==> src/rtl/alu_pkg.sv <==
// Shared definitions for the 4-bit signed ALU and its sweep controller:
// opcodes, widths, FSM state encoding, the operand-vector payload and the
// MISR next-state function.
package alu_pkg;

   localparam int unsigned DATA_W = 4;
   localparam int unsigned OP_W   = 3;
   localparam int unsigned SIG_W  = 8;
   localparam int unsigned IDX_W  = OP_W + 2 * DATA_W;
   localparam int unsigned CNT_W  = IDX_W + 1;

   localparam logic [IDX_W-1:0] IDX_LAST = IDX_W'(2047);

   // ALU opcode table
   localparam logic [OP_W-1:0] OP_ADD = OP_W'(0);
   localparam logic [OP_W-1:0] OP_SUB = OP_W'(1);
   localparam logic [OP_W-1:0] OP_NEG = OP_W'(2);
   localparam logic [OP_W-1:0] OP_AND = OP_W'(3);
   localparam logic [OP_W-1:0] OP_OR  = OP_W'(4);
   localparam logic [OP_W-1:0] OP_XOR = OP_W'(5);
   localparam logic [OP_W-1:0] OP_NGT = OP_W'(6);  // y=1 iff !(a>b)
   localparam logic [OP_W-1:0] OP_EQ  = OP_W'(7);

   typedef enum logic [1:0] {
      IDLE = 2'd0,
      RUN  = 2'd1,
      FIN  = 2'd2
   } state_e;

   // One ALU stimulus vector; op is the most significant field so that a
   // plain increment walks op as the outer loop and b as the inner loop.
   typedef struct packed {
      logic [OP_W-1:0]   op;
      logic [DATA_W-1:0] a;
      logic [DATA_W-1:0] b;
   } alu_vec_t;

   // MISR step, polynomial x^8+x^6+x^5+x^4+1
   function automatic logic [SIG_W-1:0] misr_next(input logic [SIG_W-1:0] s,
                                                  input logic [DATA_W-1:0] d);
      return {s[6:0], s[7] ^ s[5] ^ s[4] ^ s[3]} ^ {4'b0, d};
   endfunction

endpackage

==> src/rtl/misr8.sv <==
// 8-bit multiple-input signature register.
//   clk, rst_n : clock, async active-low reset (resets to SIG_SEED)
//   load       : reload SIG_SEED (priority over en)
//   en         : absorb din into the signature
//   din        : 4-bit data folded into the low bits
//   q          : current signature
module misr8
   import alu_pkg::*;
#(
   parameter logic [SIG_W-1:0] SIG_SEED = 8'hFF
) (
   input  logic              clk,
   input  logic              rst_n,
   input  logic              load,
   input  logic              en,
   input  logic [DATA_W-1:0] din,
   output logic [SIG_W-1:0]  q
);

   // Signature register
   always_ff @(posedge clk or negedge rst_n) begin
      if (!rst_n) begin
         q <= SIG_SEED;
      end else if (load) begin
         q <= SIG_SEED;
      end else if (en) begin
         q <= misr_next(q, din);
      end
   end

endmodule

==> src/rtl/alu_sweep_ctrl.sv <==
// Exhaustive ALU sweep driver with signature check.
//   clk, rst_n         : clock, async active-low reset
//   start              : request a sweep (sampled in IDLE only)
//   golden_sig         : expected final signature
//   alu_op/alu_a/alu_b : registered ALU stimulus
//   alu_y              : ALU result (combinational from the stimulus)
//   busy, done, pass   : run status, completion pulse, signature match
//   sig, vec_cnt       : running signature and vectors absorbed
module alu_sweep_ctrl
   import alu_pkg::*;
#(
   parameter logic [SIG_W-1:0] SIG_SEED = 8'hFF
) (
   input  logic              clk,
   input  logic              rst_n,
   input  logic              start,
   input  logic [SIG_W-1:0]  golden_sig,
   output logic [DATA_W-1:0] alu_a,
   output logic [DATA_W-1:0] alu_b,
   output logic [OP_W-1:0]   alu_op,
   input  logic [DATA_W-1:0] alu_y,
   output logic              busy,
   output logic              done,
   output logic              pass,
   output logic [SIG_W-1:0]  sig,
   output logic [CNT_W-1:0]  vec_cnt
);

   state_e            state_q, state_d;
   alu_vec_t          vec_q, vec_d;
   logic              busy_d, done_d, pass_d;
   logic [CNT_W-1:0]  cnt_d;
   logic              misr_load, misr_en;

   // The vector register is the ALU stimulus; it is zero outside RUN
   // because it wraps to 0 on the last RUN edge and only moves in RUN.
   assign alu_op = vec_q.op;
   assign alu_a  = vec_q.a;
   assign alu_b  = vec_q.b;

   // Next-state and next-output logic
   always_comb begin
      state_d   = state_q;
      vec_d     = vec_q;
      busy_d    = busy;
      done_d    = 1'b0;
      pass_d    = pass;
      cnt_d     = vec_cnt;
      misr_load = 1'b0;
      misr_en   = 1'b0;
      case (state_q)
         IDLE: begin
            if (start) begin
               state_d   = RUN;
               vec_d     = '0;
               busy_d    = 1'b1;
               cnt_d     = '0;
               pass_d    = 1'b0;
               misr_load = 1'b1;
            end
         end
         RUN: begin
            misr_en = 1'b1;
            cnt_d   = vec_cnt + CNT_W'(1);
            vec_d   = alu_vec_t'(IDX_W'(vec_q) + IDX_W'(1));
            if (IDX_W'(vec_q) == IDX_LAST) begin
               state_d = FIN;
               busy_d  = 1'b0;
               done_d  = 1'b1;
               // compare against the value being written so the final
               // vector is included
               pass_d  = (misr_next(sig, alu_y) == golden_sig);
            end
         end
         FIN: begin
            state_d = IDLE;
         end
         default: begin
            state_d = IDLE;
         end
      endcase
   end

   // State and output registers
   always_ff @(posedge clk or negedge rst_n) begin
      if (!rst_n) begin
         state_q <= IDLE;
         vec_q   <= '0;
         busy    <= 1'b0;
         done    <= 1'b0;
         pass    <= 1'b0;
         vec_cnt <= '0;
      end else begin
         state_q <= state_d;
         vec_q   <= vec_d;
         busy    <= busy_d;
         done    <= done_d;
         pass    <= pass_d;
         vec_cnt <= cnt_d;
      end
   end

   misr8 #(
      .SIG_SEED (SIG_SEED)
   ) u_misr (
      .clk   (clk),
      .rst_n (rst_n),
      .load  (misr_load),
      .en    (misr_en),
      .din   (alu_y),
      .q     (sig)
   );

endmodule
==> config.mk <==
export PLATFORM = sky130hd
export DESIGN_NAME = alu_sweep_ctrl
export DESIGN_NICKNAME = d
export VERILOG_FILES = /design/src/rtl/alu_pkg.sv /design/src/rtl/misr8.sv /design/src/rtl/alu_sweep_ctrl.sv
export SDC_FILE = /design/constraint.sdc
export NUM_CORES = 1
export LEC_CHECK = 0
export ABC_AREA = 1
export CAP_MARGIN = 15
export CELL_PAD_IN_SITES_DETAIL_PLACEMENT = 1
export CELL_PAD_IN_SITES_GLOBAL_PLACEMENT = 2
export CORE_ASPECT_RATIO = 1.5
export CORE_MARGIN = 3
export CORE_UTILIZATION = 26
export DETAILED_ROUTE_END_ITERATION = 16
export PLACE_DENSITY_LB_ADDON = 0.08
export SLEW_MARGIN = 20
export SYNTH_ARGS = -nofsm -noshare
export SYNTH_HDL_FRONTEND = slang
export SYNTH_HIERARCHICAL = 1
export SYNTH_SLANG_ARGS = --single-unit
==> constraint.sdc <==
create_clock -name clk -period 1.3 [get_ports clk]
set_input_delay 0.195 -clock clk [delete_from_list [all_inputs] [get_ports clk]]
set_output_delay 0.195 -clock clk [all_outputs]
set_load 0.01 [all_outputs]
==> results.py, run 1 <==
metrics = {
    "detailed_routing": {
        "drtIter0Drc": 39,
        "wl_per_cell_um": 13.6,
        "dr_total_vias": 2229,
        "ant_nets": 0,
        "totalWireLength_um": 6960,
        "drc": 0,
        "vias_per_cell": 4.37,
        "dr.pass1.iters": 4,
    },
    "global_routing": {
        "antenna_found_initial": 0,
        "grt_pass1_vias": 2376,
        "grt_overflow": 0,
        "grt_start_max_net_pins": 17,
        "grt_pass1_wl_um": 11100,
        "grt_use_total": 0.149,
    },
    "final_layout": {
        "syn2layout_area_growth_pct": 58.0,
        "diodes": 0,
        "drive_above_1_share": 0.385,
        "layout_commonest_cell": "nand2_1",
        "seq_area_um2": 918,
        "multi_input_area_um2": 1240,
        "fillerInstances": 1026,
        "fin_nets": 421,
        "finalNonFillerCells": 510,
        "mostFrequentLayoutCells": "nand2_1, buf_4, inv_1",
    },
    "worst_setup_path": {
        "r2r_cells": 7,
        "worstPathMaxFanout": 3,
        "crit_chain": "buf_6, ha_4, buf_4, nand3_4, nor2_4, nand4_1, a21boi_1",
        "r2r-end": "alu_op[2]",
        "end_kind": "flop",
        "startpoint_type": "flop",
        "r2r_slack_ps": -60,
        "arrival_ps": 1560,
        "r2r-start": "alu_b[0]",
        "critical-path-max-stage-delay_ps": 360,
        "crit_slowest_cell": "dfrtp_2",
        "worstPathRequired_ps": 1510,
        "crit_type": "flop to flop",
    },
    "cts": {
        "clock_latency_ps": 280,
        "clock_sinks": 36,
        "cts_tree": "built",
        "root_buffer": "clkbuf_16",
        "clk_pin_slew_ps": 60,
        "numCtsBuffers": 5,
        "cts_buffer_depth": 2,
        "htree_levels": 2,
    },
    "timing": {
        "min_period_ps": 1360,
        "whs_ps": 387,
        "fin_worst_skew_ps": 5.75,
        "finalSetupViolations": 3,
        "slew_viol_final": 0,
        "setup_slack_ps": -55.5,
        "hold_violations": 0,
        "fmaxAchievable_mhz": 738,
        "rsz0062_at_grt": "yes",
        "fin_crit_sh": 1.04,
        "worst_slew_pin_slew_ps": 443,
        "relSlewSlack": 0.705,
    },
    "synthesis": {
        "synth_top_cell_by_area": "dfrtp_1",
        "syn_avg_cell_area_um2": 7.71,
        "syn_area_um2": 2240,
        "syn_nets": 307,
        "synth-seq-cells": 36,
        "synth_top_area_share": 0.313,
        "ys_types": 38,
        "yosys-top-cells-area": "dfrtp_1, nand2_1, dfstp_2",
        "yosys_warnings": 6,
        "synthCells": 290,
        "yosysSeqAreaShare": 0.407,
    },
    "floorplanning": {
        "die_y_um": 120,
        "start_util": 0.272,
        "ios": 49,
        "coreArea_um2": 8210,
        "row_count": 40,
        "fp.dieArea_um2": 9770,
        "die-width_um": 81.7,
    },
    "pwr": {
        "power_leakage_nw": 1.70,
        "power_density_nw_per_um2": 1170,
        "vdd_ir_drop_max_uv": 511,
    },
    "flow_run": {
        "cap_violations": 0,
    },
    "place": {
        "io_buffers": 48,
        "numPlacedInstances": 482,
        "dp_hpwl_um": 5220,
        "place_congestion": 0.740,
    },
    "hold_path": {
        "hold_path_class": "primary input to async pin",
    },
    "run_status": {
        "violations": "setup timing",
        "run_status": "complete, but fails checks",
    },
}
==> cells by family after synthesis <==
kind of cell             Yosys count  share of synthesized area
AND/OR/NAND/NOR                  147                      0.337
buffers and inverters             54                      0.104
AO/OA/AOI/OAI                     42                      0.106
flip-flops                        36                      0.407
XOR/XNOR                           9                     0.0353
adder cells (fa/ha/maj)            2                     0.0112
==> area by class of cell <==
cell class,instances,area share
sequential,36,0.260
clock buffer,7,0.0375
inverter,50,0.0546
timing repair buffer,111,0.259
tap,105,0.0372
multi-input combinational,200,0.351
clock inverter,1,0.00142
==> stage by stage <==
stage	setup slack [ps]	area (um^2)	utilization	setup TNS (ps)	total power, W
2_1_floorplan	1.30	2250	-	0	0.00224
3_3_place_gp	-236	3150	0.384	-3800	0.00296
3_5_place_dp	-261	3150	0.384	-4210	0.00300
6_report	-55.5	3530	0.430	-98.5	0.00414
4_1_cts	-27.9	3440	0.420	-57.6	0.00424
5_1_grt	-129	3530	0.430	-862	0.00445
==> critical path: cells and delay by family, from the launching register on <==
| family | cells | cell delay (ps) |
|---|---|---|
| buffers and inverters | 2 | 240 |
| and+or+nand+nor | 3 | 350 |
| adders and majority gates | 1 | 140 |
| AOI/OAI and AO/OA | 1 | 170 |
| DFF | 1 | 360 |
==> sequential cells by signal, summed over array words and instances, names as in the netlist <==
register	count
vec_cnt	12
u_misr/q	8
alu_a	4
alu_b	4
alu_op	3
state_q	2
busy	1
done	1
pass	1
==> where the power goes <==
group	internal, W	switching [W]
logic	0.000691	0.000731
clock network	0.000709	0.000473
registers	0.00135	0.000184
total	0.00275	0.00139
==> worst max path at each step <==
stage | depth (start not counted) | slack, ps | endpoint | startpoint
after floorplan | 7 | 1 | alu_op[2] | alu_b[0]
after global placement | 8 | -240 | vec_cnt[8] | start
after detailed placement | 8 | -260 | vec_cnt[8] | start
after CTS | 8 | -30 | alu_op[2] | alu_b[0]
after global routing | 7 | -130 | alu_op[2] | alu_b[0]
final | 7 | -60 | alu_op[2] | alu_b[0]
==> metal layers <==
metal | vias up | routed length [um] | GRT usage
li1 | 1136 | - | -
met1 | 1055 | 2770 | 0.166
met2 | 33 | 3880 | 0.277
met3 | 5 | 227 | 0.0278
met4 | 0 | 81 | 0.0437
met5 | - | 0 | 0
==> cell usage after synthesis <==
cell,number
a211oi_2,1
a21boi_1,1
a21oi_1,18
a21oi_2,1
a22o_2,1
a31oi_1,1
and2_1,1
buf_4,1
buf_6,3
clkinv_1,1
dfrtp_1,28
dfstp_2,8
ha_1,2
inv_1,46
inv_2,2
inv_4,1
nand2_1,73
nand2_2,5
nand2_4,1
nand2_8,1
nand3_1,15
nand3_4,2
nand3b_1,2
nand4_1,3
nand4_4,2
nor2_1,24
nor2_2,4
nor2_4,5
nor3_1,6
nor3_2,1
o21ai_0,14
o21ai_1,2
o21ai_2,1
o22ai_1,2
or2_1,1
or2_2,1
xnor2_1,4
xor2_1,5
==> what timing repair did <==
| action | 4_1_cts | 5_1_grt |
|---|---|---|
| gates resized for setup | 68 | 47 |
| pin swaps | 6 | 21 |
| hold buffers | 1 | 0 |
| setup buffers | 14 | 5 |
| endpoints found under the setup margin | 42 | 30 |
| endpoints found under the hold margin | 9 | 0 |
No activity file was read; power rests on OpenSTA's default activity.
==> run 2: changes to the inputs <==
--- a/config.mk
+++ b/config.mk
@@ -9,7 +9,7 @@
 export CAP_MARGIN = 15
 export CELL_PAD_IN_SITES_DETAIL_PLACEMENT = 1
 export CELL_PAD_IN_SITES_GLOBAL_PLACEMENT = 2
-export CORE_ASPECT_RATIO = 1.5
+export CORE_ASPECT_RATIO = 2
 export CORE_MARGIN = 3
 export CORE_UTILIZATION = 26
 export DETAILED_ROUTE_END_ITERATION = 16
==> run 2 against run 1 <==
Against the previous run: the flow still finishes with violations (setup timing); clock power grew 18%; sequential share of layout area decreased by 1.4 points; worst hold slack gained 12 ps; critical path depth up 3; via count rose by 6.8%; register-to-register slack improved by 30 ps; core utilization up 1.5 points; combinational power is 6% higher.
==> results.py, run 2 (synthesis gave the netlist of run 1 again) <==
metrics = {
    "global_routing": {
        "grt_use_total": 0.164,
        "grt_busiest_layer": "met2",
        "grt_pass1_wl_um": 12400,
        "grt_overflow": 0,
        "antenna_found_initial": 0,
        "grt_start_max_net_pins": 37,
        "grt_pass1_vias": 2611,
        "grtUsageMet1": 0.150,
        "grt_util_met2": 0.340,
        "use_met3": 0.0221,
    },
    "place": {
        "pre_cts_ws_ps": -276,
        "place_congestion": 0.762,
        "io_buffers": 48,
        "numPlacedInstances": 480,
        "dp_hpwl_um": 5710,
        "placed_cell_area_um2": 3190,
    },
    "floorplanning": {
        "ios": 49,
        "row_count": 47,
        "start_util": 0.268,
        "coreArea_um2": 8350,
        "die-width_um": 71.6,
        "fp.dieArea_um2": 9820,
        "die_y_um": 137,
    },
    "worst_setup_path": {
        "end_kind": "flop",
        "critPathTopFamily": "simple AND/OR/NAND/NOR gates",
        "critical-path-max-stage-delay_ps": 380,
        "startpoint_type": "flop",
        "crit_buf_inv": 2,
        "crit_chain": "buf_6, ha_4, inv_4, nor2_4, nand4_4, nand2_2, nand2_2, nor2_2, nand2_1, nand2_1",
        "arrival_ps": 1550,
        "worstPathRequired_ps": 1520,
        "crit_slowest_cell": "dfrtp_2",
        "crit_type": "flop to flop",
        "worstPathMaxFanout": 3,
    },
    "cts": {
        "numCtsBuffers": 5,
        "root_buffer": "clkbuf_16",
        "cts_buffer_depth": 2,
        "htree_levels": 2,
        "clk_pin_slew_ps": 60,
        "clock_latency_ps": 290,
        "clock_sinks": 36,
        "cts_tree": "built",
    },
    "detailed_routing": {
        "dr_total_vias": 2381,
        "drtIter0Drc": 45,
        "dr.pass1.iters": 4,
        "vias_per_cell": 4.61,
        "ant_nets": 0,
        "wl_per_cell_um": 15.1,
        "drc": 0,
        "totalWireLength_um": 7800,
    },
    "pwr": {
        "vdd_ir_drop_max_uv": 897,
        "power_density_nw_per_um2": 1190,
        "finalPower_w": 0.00442,
        "power_leakage_nw": 1.82,
    },
    "final_layout": {
        "layout_commonest_cell": "nand2_1",
        "fillerInstances": 1049,
        "diodes": 0,
        "fin_nets": 434,
        "finalNonFillerCells": 516,
        "reg.largest.list": "vec_cnt: 12 flops, u_misr/q: 8 flops",
        "design_area_um2": 3720,
        "syn2layout_area_growth_pct": 66.5,
        "drive_above_1_share": 0.402,
        "largest_reg_flops": 12,
        "mostFrequentLayoutCells": "nand2_1, buf_4, inv_1",
        "regMostFlops": "vec_cnt",
    },
    "run_status": {
        "violations": "setup timing",
        "run_status": "complete, but fails checks",
    },
    "timing": {
        "finalSetupViolations": 7,
        "hold_violations": 0,
        "setup_slack_ps": -25.8,
        "rsz0062_at_grt": "yes",
        "fin_worst_skew_ps": 8.39,
        "slew_viol_final": 0,
        "relSlewSlack": 0.857,
        "fmaxAchievable_mhz": 754,
        "worst_slew_pin_slew_ps": 215,
        "fin_crit_sh": 1.02,
        "min_period_ps": 1330,
    },
    "flow_run": {
        "cap_violations": 0,
    },
    "hold_path": {
        "hold_path_class": "primary input to async pin",
    },
}
run 2: timing repair:
action / CTS / global route
setup buffers: 17 / 10
setup endpoints to repair: 49 / 28
resized for setup: 76 / 46
endpoints found under the hold margin: 28 / 0
pin swaps: 10 / 29
cloned: 0 / 1
hold buffers: 1 / 0
run 2: worst paths after layout:
check	from	to	slack, ps	cells after the start
worst max-delay path	alu_b[1]	pass	-30	10
worst min-delay path	rst_n	vec_cnt[6]	400	3
worst max register to register	alu_b[1]	pass	-30	10
worst min register to register	busy	busy	480	2
max in group asynchronous	rst_n	u_misr/q[3]	630	3
min in group clk	busy	busy	480	2
run 2: power by group:
part | leakage [nW] | switching, W | internal (W) | total (W)
clock | 0.0808 | 0.000489 | 0.000903 | 0.00139
sequential | 0.394 | 0.000163 | 0.00135 | 0.00151
combinational | 1.34 | 0.000786 | 0.000726 | 0.00151
run 2: cell type report:
class                   count  area [um^2]  share of cell area
multi-input cells         200         1250               0.335
repair buffers            124         1080               0.290
flip-flops and latches     36          916               0.246
inverters                  50          193              0.0518
clock buffers               6          129              0.0346
well taps                  98          123              0.0329
clock inverters             2         35.0             0.00941
run 2: worst min-delay path: cells and delay by family:
kind | cells | cell delay (ps)
buffers and inverters | 3 | 860
run 2: routing by layer:
metal | vias to the layer above | part of all wire
li1 | 1165 | -
met1 | 1159 | 0.33
met2 | 41 | 0.61
met3 | 16 | 0.028
met4 | 0 | 0.030
met5 | - | 0
run 2: stage by stage:
| step | util | hold WS, ps | TNS [ps] |
|---|---|---|---|
| after floorplan | - | -101 | 0 |
| after detailed placement | 0.382 | 180 | -4850 |
| after global placement | 0.382 | 178 | -3860 |
| final | 0.446 | 398 | -117 |
| after global routing | 0.446 | 416 | -989 |
| after CTS | 0.424 | 405 | -144 |
==> patch: new RTL, config.mk and constraints of run 1 <==
Register the input `golden_sig` before use, without a reset. The logic sees it one clock later. The other inputs are not delayed to match.
--- a/src/rtl/alu_sweep_ctrl.sv
+++ b/src/rtl/alu_sweep_ctrl.sv
@@ -25,6 +25,12 @@
    output logic [SIG_W-1:0]  sig,
    output logic [CNT_W-1:0]  vec_cnt
 );
+
+   logic [SIG_W-1:0] golden_sig_q;
+
+   always_ff @(posedge clk) begin
+      golden_sig_q <= golden_sig;
+   end
 
    state_e            state_q, state_d;
    alu_vec_t          vec_q, vec_d;
@@ -69,7 +75,7 @@
                done_d  = 1'b1;
                // compare against the value being written so the final
                // vector is included
-               pass_d  = (misr_next(sig, alu_y) == golden_sig);
+               pass_d  = (misr_next(sig, alu_y) == golden_sig_q);
             end
          end
          FIN: begin
Behaviour: same outputs for any inputs over 10 cycles, from zero or initial values and one cycle with rst_n low; that may be too few to reach the edited logic, so the function may still have changed.
==> patch against run 1 <==
- the flow still finishes with violations (setup timing)
- area after synthesis shrank 0.90%
- clock skew fell by 0.0015 ns
- worst setup slack got worse by 0.044 ns
- critical path type unchanged
- highest routed layer unchanged
- non-clock buffer count grew 8
- routed wire length grew 0.73%
- design area grew 7.1%
- largest power group is now combinational cells
- total power rose by 19%
- sequential cell count rose by 8
==> patch: results (changes against run 1) <==
| Metric | Value |
|---|---|
| Fin worst setup slack | -0.09968 ns (-0.04417 ns) |
| Synth cell count leaders | nand2_1, inv_1, dfrtp_1, nor2_1, a21oi_1 |
| Multi-input gate share of total cell area | 0.3305 (-0.02022) |
| Non-Clock Buffer Area Fraction | 0.2630 (+0.004394) |
| Non-clock buffer total of the final layout | 119 (+7.2%) |
| Yosys cell types | 32 (-16%) |
| DP HPWL | 5.168 mm (-1.0%) |
| P_int | 3.326 mW (+21%) |
| Largest cells by area after synthesis | dfrtp_1, nand2_1, dfstp_2 |
| Via density | 4.504 (+3.1%) |
| DRT iter0 DRCs | 44 (+13%) |
| Fraction of layout cells with a size suffix above 1 | 0.4392 (+0.05402) |
| Switch Pwr | 1.584 mW (+14%) |
| DP Cell Count | 473 (-1.9%) |
| Failing checks | setup timing |
| Multi-input gates | 188 (-6.0%) |
| First-pass GRT wire length | 11.23 mm (+1.2%) |
| Crit path DAT | 1.62 ns (+0.06 ns) |
| Crit path largest cell delay | 0.42 ns (+0.06 ns) |
| Wirelength per Cell | 13.80 µm (+1.1%) |
| Global Route Usage Sum | 0.1510 (+0.002376) |
| Leak pwr | 1.821 nW (+6.9%) |
| Syn_nets | 296 (-3.6%) |
| Comb. pwr | 1.80 mW (+27%) |
| Worst R2R Path Depth | 9 (+2) |
| ClkCell Share | 0.04201 (+0.003046) |
| Non-clk invs | 44 (-12%) |
| FF+latch area | 1074 µm² (+17%) |
| Regs by FF count | vec_cnt (12), golden_sig_q (8), u_misr/q (8) |
| Status | complete, but fails checks |
| Final WL | 7.010 mm (+0.73%) |
| Worst Clk Skew | 0.004217 ns (-0.001533 ns) |
| Hold crit path type | in -> reg |
| Post-synthesis sequential area ratio | 0.4833 (+0.07596) |
| Top power consumer group | combinational cells |
| Largest net degree at the start of global routing | 23 (+6) |
| Final count of negative-setup-slack endpoints | 6 (+3) |
| TritonRoute pass-1 iters | 4 (unchanged) |
| Mapped Cells | 279 (-3.8%) |
| Number of global-route vias before repair | 2413 (+1.6%) |
patch: changes by cell type in the layout (fill, tap and decap cells not counted), moves of 4 or more:
| cell | before | now |
|---|---|---|
| dfrtp_2 | 6 | 2 |
| nand2_4 | 3 | 9 |
| o21ai_0 | 13 | 9 |
| nand2_2 | 16 | 12 |
| buf_6 | 6 | 11 |
| nand2_1 | 60 | 49 |
| dfxtp_1 | 0 | 8 |
| o21ai_1 | 3 | 9 |
| dfrtp_1 | 22 | 26 |
| inv_1 | 39 | 30 |
| nor3_1 | 4 | 0 |
| buf_4 | 56 | 60 |
patch: metrics by stage:
step / setup slack [ns] / instance area (µm²) / hold WS [ns] / TNS, ns / utilization
finish: -0.09968 / 3782 / 0.3468 / -0.3509 / 0.4637
floorplan: -0.09578 / 2227 / -0.1006 / -0.1953 / -
global route: -0.2175 / 3782 / 0.3363 / -1.590 / 0.4637
detailed placement: -0.2880 / 3143 / 0.1488 / -4.831 / 0.3853
CTS: -0.1000 / 3548 / 0.3393 / -0.3753 / 0.4350
global placement: -0.2735 / 3143 / 0.1465 / -5.010 / 0.3853
patch: cells by family (layout without fill, tap and decap cells):
| kind of cell | after synthesis | in the layout | synth area share |
|---|---|---|---|
| simple gates | 132 | 132 | 0.2676 |
| buf+inv | 47 | 171 | 0.09091 |
| compound gates | 44 | 44 | 0.1073 |
| flops | 44 | 44 | 0.4833 |
| xor+xnor | 10 | 10 | 0.03952 |
| fa+ha+maj | 2 | 2 | 0.01129 |
patch: worst max path at each step:
stage | start | end | slack [ns] | cells past startpoint
CTS | alu_b[0]$_DFFE_PN0P_ | pass$_DFFE_PN0P_ | -0.10 | 9
finish | alu_b[0]$_DFFE_PN0P_ | pass$_DFFE_PN0P_ | -0.1 | 9
floorplan | vec_cnt[0]$_DFFE_PN0P_ | vec_cnt[8]$_DFFE_PN0P_ | -0.1 | 10
global route | u_misr/q[6]$_DFFE_PN1P_ | pass$_DFFE_PN0P_ | -0.22 | 8
global placement | start | pass$_DFFE_PN0P_ | -0.27 | 8
detailed placement | u_misr/q[5]$_DFFE_PN1P_ | pass$_DFFE_PN0P_ | -0.29 | 10
patch: repair_timing:
item | CTS | global route
setup buffers | 17 | 12
pin swaps | 12 | 26
setup endpoints to repair | 49 | 30
endpoints found under the hold margin | 14 | 0
gates resized for setup | 92 | 64
hold buffers | 1 | 0
cloned | 0 | 0
patch: routing by layer:
| metal | GRT usage | vias up | wire [µm] |
|---|---|---|---|
| met5 | 0 | - | 0 |
| met4 | 0.04440 | 0 | 91 |
| met3 | 0.02648 | 6 | 195 |
| met2 | 0.2893 | 32 | 4080 |
| met1 | 0.1604 | 1121 | 2643 |
| li1 | - | 1129 | - |
